<file path="src/rtl/spi_reg_sequencer.sv">
// spi_reg_sequencer: control FSM for an SPI slave datapath plus the register bank it shares with a host port.
// Ports:
//   clk, reset                 system clock, synchronous active-high reset
//   spi_read_en_out/_write_en  level requests from the SPI slave (edge detected here)
//   spi_rd_addr, spi_wr_addr   SPI read / write register addresses
//   driver_out_data            SPI write data
//   driver_in_data             SPI read data, valid with the spi_read_en_in load strobe
//   spi_frame_rst              frame-rearm reset back into the slave
//   host_req/we/addr/wdata     host request, held until host_ack
//   host_ack, host_rdata       host completion pulse and read data (held until the next ack)
//   frame_count, ro_err        committed SPI frame count, sticky read-only write error
module spi_reg_sequencer #(
    parameter int DATA_WIDTH = 32,
    parameter int ADDR_WIDTH = 4,
    parameter int RST_CYCLES = 2,
    parameter logic [(1<<ADDR_WIDTH)-1:0] RO_MASK = 16'h0001
) (
    input  logic                  clk,
    input  logic                  reset,
    input  logic                  spi_read_en_out,
    input  logic                  spi_write_en_out,
    input  logic [ADDR_WIDTH-1:0] spi_rd_addr,
    input  logic [ADDR_WIDTH-1:0] spi_wr_addr,
    input  logic [DATA_WIDTH-1:0] driver_out_data,
    output logic [DATA_WIDTH-1:0] driver_in_data,
    output logic                  spi_read_en_in,
    output logic                  spi_frame_rst,
    input  logic                  host_req,
    input  logic                  host_we,
    input  logic [ADDR_WIDTH-1:0] host_addr,
    input  logic [DATA_WIDTH-1:0] host_wdata,
    output logic                  host_ack,
    output logic [DATA_WIDTH-1:0] host_rdata,
    output logic [15:0]           frame_count,
    output logic                  ro_err
);
    localparam int NREG = 1 << ADDR_WIDTH;
    localparam int CW = (RST_CYCLES > 1) ? $clog2(RST_CYCLES) : 1;
    localparam logic [2:0] IDLE = 3'd0, SPI_RD = 3'd1, SPI_WR = 3'd2, FRAME_RST = 3'd3, HOST = 3'd4;

    logic [2:0]            state_q, state_d;
    logic [CW-1:0]         cnt_q, cnt_d;
    logic                  rd_prev_q, wr_prev_q;
    logic                  rd_pend_q, rd_pend_d, wr_pend_q, wr_pend_d;
    logic [DATA_WIDTH-1:0] bank_q [NREG];
    logic [DATA_WIDTH-1:0] bank_d [NREG];
    logic [DATA_WIDTH-1:0] driver_in_data_q, driver_in_data_d;
    logic [DATA_WIDTH-1:0] host_rdata_q, host_rdata_d;
    logic                  rd_stb_q, rd_stb_d;
    logic [15:0]           frame_count_q, frame_count_d;
    logic                  ro_err_q, ro_err_d;
    logic                  in_rd, in_wr;

    assign in_rd = state_q == SPI_RD;
    assign in_wr = state_q == SPI_WR;
    // Ack and host read data are combinational in the HOST cycle so the host can drop req before IDLE samples it.
    assign host_ack = (state_q == HOST) && !reset;
    assign host_rdata = host_rdata_d;
    assign spi_frame_rst = reset || state_q == FRAME_RST;
    assign spi_read_en_in = rd_stb_q;
    assign driver_in_data = driver_in_data_q;
    assign frame_count = frame_count_q;
    assign ro_err = ro_err_q;

    always_comb begin
        // A new rising edge in the servicing cycle keeps the pend set, so it is not lost.
        rd_pend_d = (rd_pend_q && !in_rd) || (spi_read_en_out && !rd_prev_q);
        wr_pend_d = (wr_pend_q && !in_wr) || (spi_write_en_out && !wr_prev_q);
        driver_in_data_d = in_rd ? bank_q[spi_rd_addr] : driver_in_data_q;
        rd_stb_d = in_rd;
        host_rdata_d = (host_ack && !host_we) ? bank_q[host_addr] : host_rdata_q;
        frame_count_d = frame_count_q + 16'(in_wr);
        ro_err_d = ro_err_q || (in_wr && RO_MASK[spi_wr_addr]);
        state_d = state_q;
        cnt_d = cnt_q;
        bank_d = bank_q;
        case (state_q)
            IDLE:      state_d = rd_pend_q ? SPI_RD : wr_pend_q ? SPI_WR : host_req ? HOST : IDLE;
            SPI_RD:    state_d = IDLE;
            SPI_WR: begin
                state_d = FRAME_RST;
                cnt_d = CW'(RST_CYCLES - 1);
            end
            FRAME_RST: begin
                state_d = (cnt_q == '0) ? IDLE : FRAME_RST;
                cnt_d = cnt_q - CW'(1);
            end
            HOST:      state_d = IDLE;
            default:   state_d = IDLE;
        endcase
        if (in_wr && !RO_MASK[spi_wr_addr]) bank_d[spi_wr_addr] = driver_out_data;
        if (host_ack && host_we) bank_d[host_addr] = host_wdata;
    end

    always_ff @(posedge clk) begin
        if (reset) begin
            state_q <= IDLE;
            cnt_q <= '0;
            // Previous-value flops reset high so a level already present at release is not an event.
            rd_prev_q <= 1'b1;
            wr_prev_q <= 1'b1;
            rd_pend_q <= 1'b0;
            wr_pend_q <= 1'b0;
            bank_q <= '{default: '0};
            driver_in_data_q <= '0;
            host_rdata_q <= '0;
            rd_stb_q <= 1'b0;
            frame_count_q <= '0;
            ro_err_q <= 1'b0;
        end else begin
            state_q <= state_d;
            cnt_q <= cnt_d;
            rd_prev_q <= spi_read_en_out;
            wr_prev_q <= spi_write_en_out;
            rd_pend_q <= rd_pend_d;
            wr_pend_q <= wr_pend_d;
            bank_q <= bank_d;
            driver_in_data_q <= driver_in_data_d;
            host_rdata_q <= host_rdata_d;
            rd_stb_q <= rd_stb_d;
            frame_count_q <= frame_count_d;
            ro_err_q <= ro_err_d;
        end
    end
endmodule

</file>
<file path="config.mk">
export PLATFORM = sky130hd
export DESIGN_NAME = spi_reg_sequencer
export DESIGN_NICKNAME = d
export VERILOG_FILES = /design/src/rtl/spi_reg_sequencer.sv
export SDC_FILE = /design/constraint.sdc
export NUM_CORES = 2
export LEC_CHECK = 0
export CORE_MARGIN = 3
export CORE_UTILIZATION = 30
export CTS_CLUSTER_DIAMETER = 200
export DETAILED_ROUTE_END_ITERATION = 7
export SKIP_CTS_REPAIR_TIMING = 1
export SLEW_MARGIN = 10
export SYNTH_ARGS = -nofsm -noshare
export SYNTH_HDL_FRONTEND = slang
export SYNTH_SLANG_ARGS = --single-unit
export TNS_END_PERCENT = 30
</file>
<file path="constraint.sdc">
create_clock -name clk -period 3.4 [get_ports clk]
set_input_delay 0.68 -clock clk [delete_from_list [all_inputs] [get_ports clk]]
set_output_delay 0.68 -clock clk [all_outputs]
set_load 0.02 [all_outputs]
</file>
==> results_dict.tcl <==
set metrics [dict create \
    status "finished clean" \
    htreeDepth 3 \
    root_buffer "clkbuf_16" \
    place_congestion 0.8516 \
    finalNonFillerCells 5008 \
    synth.avg_cell_area_um2 9.692 \
    ant_nets 0 \
    power_mw 16.58 \
    finalSetupViolCount 0 \
    multi_input_area_mm2 0.01989 \
    n_fill_cell 10905 \
    final_hold_viol_count 0 \
    final_core_util_pct 36.59 \
    place_ws_ns -0.7507 \
    drive_above_1_share_pct 15.38 \
    syn-cell-area_mm2 0.03351 \
    antenna_found_initial 12 \
    die_x_um 340.2 \
    start_util_pct 30.48 \
    avgViaCountPerCell 5.871 \
    rows 121 \
    critPathLaunchType "input pin" \
    design.die.area_mm2 0.1157 \
    critical_path_class "input pin to output pin" \
    synth_edf_count 0 \
    drv_slew 0 \
    die-height_um 340.2 \
    endpoint_kind "output pin" \
    seq_area_mm2 0.01205 \
    async_flop_share_pct 0 \
    dp_cells 4875 \
    max_freq_mhz 299.5 \
    syn_inst 3457 \
    path_clk_slew_ns 0.06 \
    finalCritPeriodShare_pct 98.20 \
    clock_latency_ns 0.65 \
    p_per_area_mw_per_mm2 412.4 \
    maxCapViolations 0 \
    routedWlPerCell_um 26.58 \
    synth.area.top_cells "dfxtp_1 (36%), mux2i_1 (21%), a211oi_1 (11%), mux4_2 (11%), nor2_1 (5.3%)" \
    ys_ff_latch 602 \
    grt_pass1_wl_um 194700 \
    placed_area_mm2 0.03766 \
    dp_hpwl_um 80320 \
    netlist.area_leader.share_pct 35.97 \
    cts.sinks 602 \
    ys_top_cells_by_count "mux2i_1 (704), dfxtp_1 (602), a211oi_1 (485), nor2_1 (473), clkbuf_1 (301)" \
    cp-startpoint "host_addr[0]" \
    synth_area_leader_cell "dfxtp_1" \
    grt.overflow.total 0 \
    tritoncts "yes" \
    grtUsageTotal_pct 22.15 \
    tightestPinTransition_ns 1.077 \
    fin_crit_ns 3.339 \
    vias 29401 \
    drcViolationCount 0 \
    critPathRequiredTime_ns 2.72 \
    hp-start "ro_err" \
    synth_cell_types 48 \
    areaGrowthSynthToFinish_pct 20.03 \
    r2r-start "state_q[1]" \
    hp-class "register to register" \
    finalWorstSetupSlack_ns 0.06126 \
    synth_warnings 0 \
    numPortBuffers 165 \
    yosysSeqAreaShare_pct 35.97 \
    critPathArrivalTime_ns 2.66 \
    cts_buffer_depth 3 \
    cts_buffers 69 \
    design_area_mm2 0.04022 \
    drt-pass1-iter-count 5 \
    skew_ns 0.02530 \
    nets 3553 \
    critPathMaxFanout 20 \
    grt_start_max_net_pins 213 \
    synthMostInstantiatedCell "mux2i_1" \
    synth_ff_type "dfxtp_1" \
    drtIter0Drc 3432 \
    core_mm2 0.1099 \
    vdd_drop_max_mv 0.3155 \
    power.leakage_nw 15.82 \
    totalWireLength_um 133100 \
    syn_nets 3540 \
    io_pins 166 \
    slew_headroom_pct 28.22 \
    grt_pass1_vias 27998 \
]
[cell usage in the layout (no fill, tap or decap), types with 52 or more instances in the layout]
| cell type | n |
|---|---|
| clkdlybuf4s50_1 | 125 |
| mux4_2 | 160 |
| clkbuf_16 | 70 |
| o22ai_1 | 65 |
| a21oi_1 | 100 |
| dfxtp_1 | 602 |
| a211oi_1 | 477 |
| nor2_1 | 472 |
| o31ai_1 | 61 |
| buf_4 | 158 |
| mux2i_1 | 704 |
| buf_12 | 52 |
| nand2_1 | 162 |
[registers in the layout, indices dropped and copies added, names as in the netlist, 3 cells and up]
register        flops
frame_count        16
bank_q            512
host_rdata_q       32
state_q             3
driver_in_data     32
[metal layers]
layer  track usage, %  vias up  wire, um
li1                 -    13008         -
met1            30.42    14467     55450
met2            34.13     1617     59410
met3            4.929      303     13240
met4            7.895        6      4987
met5                0        -        35
[final cells by class]
cell class,instances,area share [%]
Inverter,7,0.06533
Antenna cell,7,0.04355
Clock inverter,24,0.8711
Sequential cell,602,29.97
Multi-Input combinational cell,2414,49.46
Timing Repair Buffer,376,9.896
Tap cell,1476,4.592
Clock buffer,102,5.102
[cells by family (layout without fill, tap and decap cells)]
| logic type | count (synthesis) | in the layout | synth area share [%] |
|---|---|---|---|
| multiplexers | 865 | 865 | 31.82 |
| AO/OA/AOI/OAI | 814 | 814 | 17.34 |
| flip-flops | 602 | 602 | 35.97 |
| buffers and inverters | 441 | 509 | 5.486 |
| AND/OR/NAND/NOR | 723 | 723 | 9.063 |
| XOR/XNOR | 11 | 11 | 0.2875 |
| adder cells (fa/ha/maj) | 1 | 1 | 0.03734 |
| other | 0 | 7 | 0 |
[report_power, final]
| part | switching, mW | internal (mW) |
|---|---|---|
| clock | 3.28 | 4.68 |
| sequential | 0.0387 | 7.11 |
| combinational | 0.945 | 0.541 |
| total | 4.26 | 12.3 |
[per-stage QoR]
step           hold slack, ns  setup TNS, ns
4_1_cts                0.4469         -7.669
5_1_grt                0.4772       -0.01427
3_3_place_gp           0.4509         -5.728
6_report               0.4636              0
3_5_place_dp           0.4552         -5.748
2_1_floorplan          0.4435              0
[critical path, cell delays in order]
cell and delay, ns:
buf_12 0.14, buf_16 0.21, mux4_2 0.53, a2bb2oi_1 0.15, a211oi_2 0.40, buf_4 0.22, a21oi_1 0.06, dlymetal6s2s_1 0.21
[path summary, 6_finish.rpt]
check	to	slack, ns	depth (start not counted)
setup / recovery	host_rdata[11]	0.06	8
hold / removal	ro_err	0.46	2
hold reg to reg	ro_err	0.46	2
setup reg to reg	bank_q[295]	0.80	7
No activity file was read; power rests on OpenSTA's default activity.
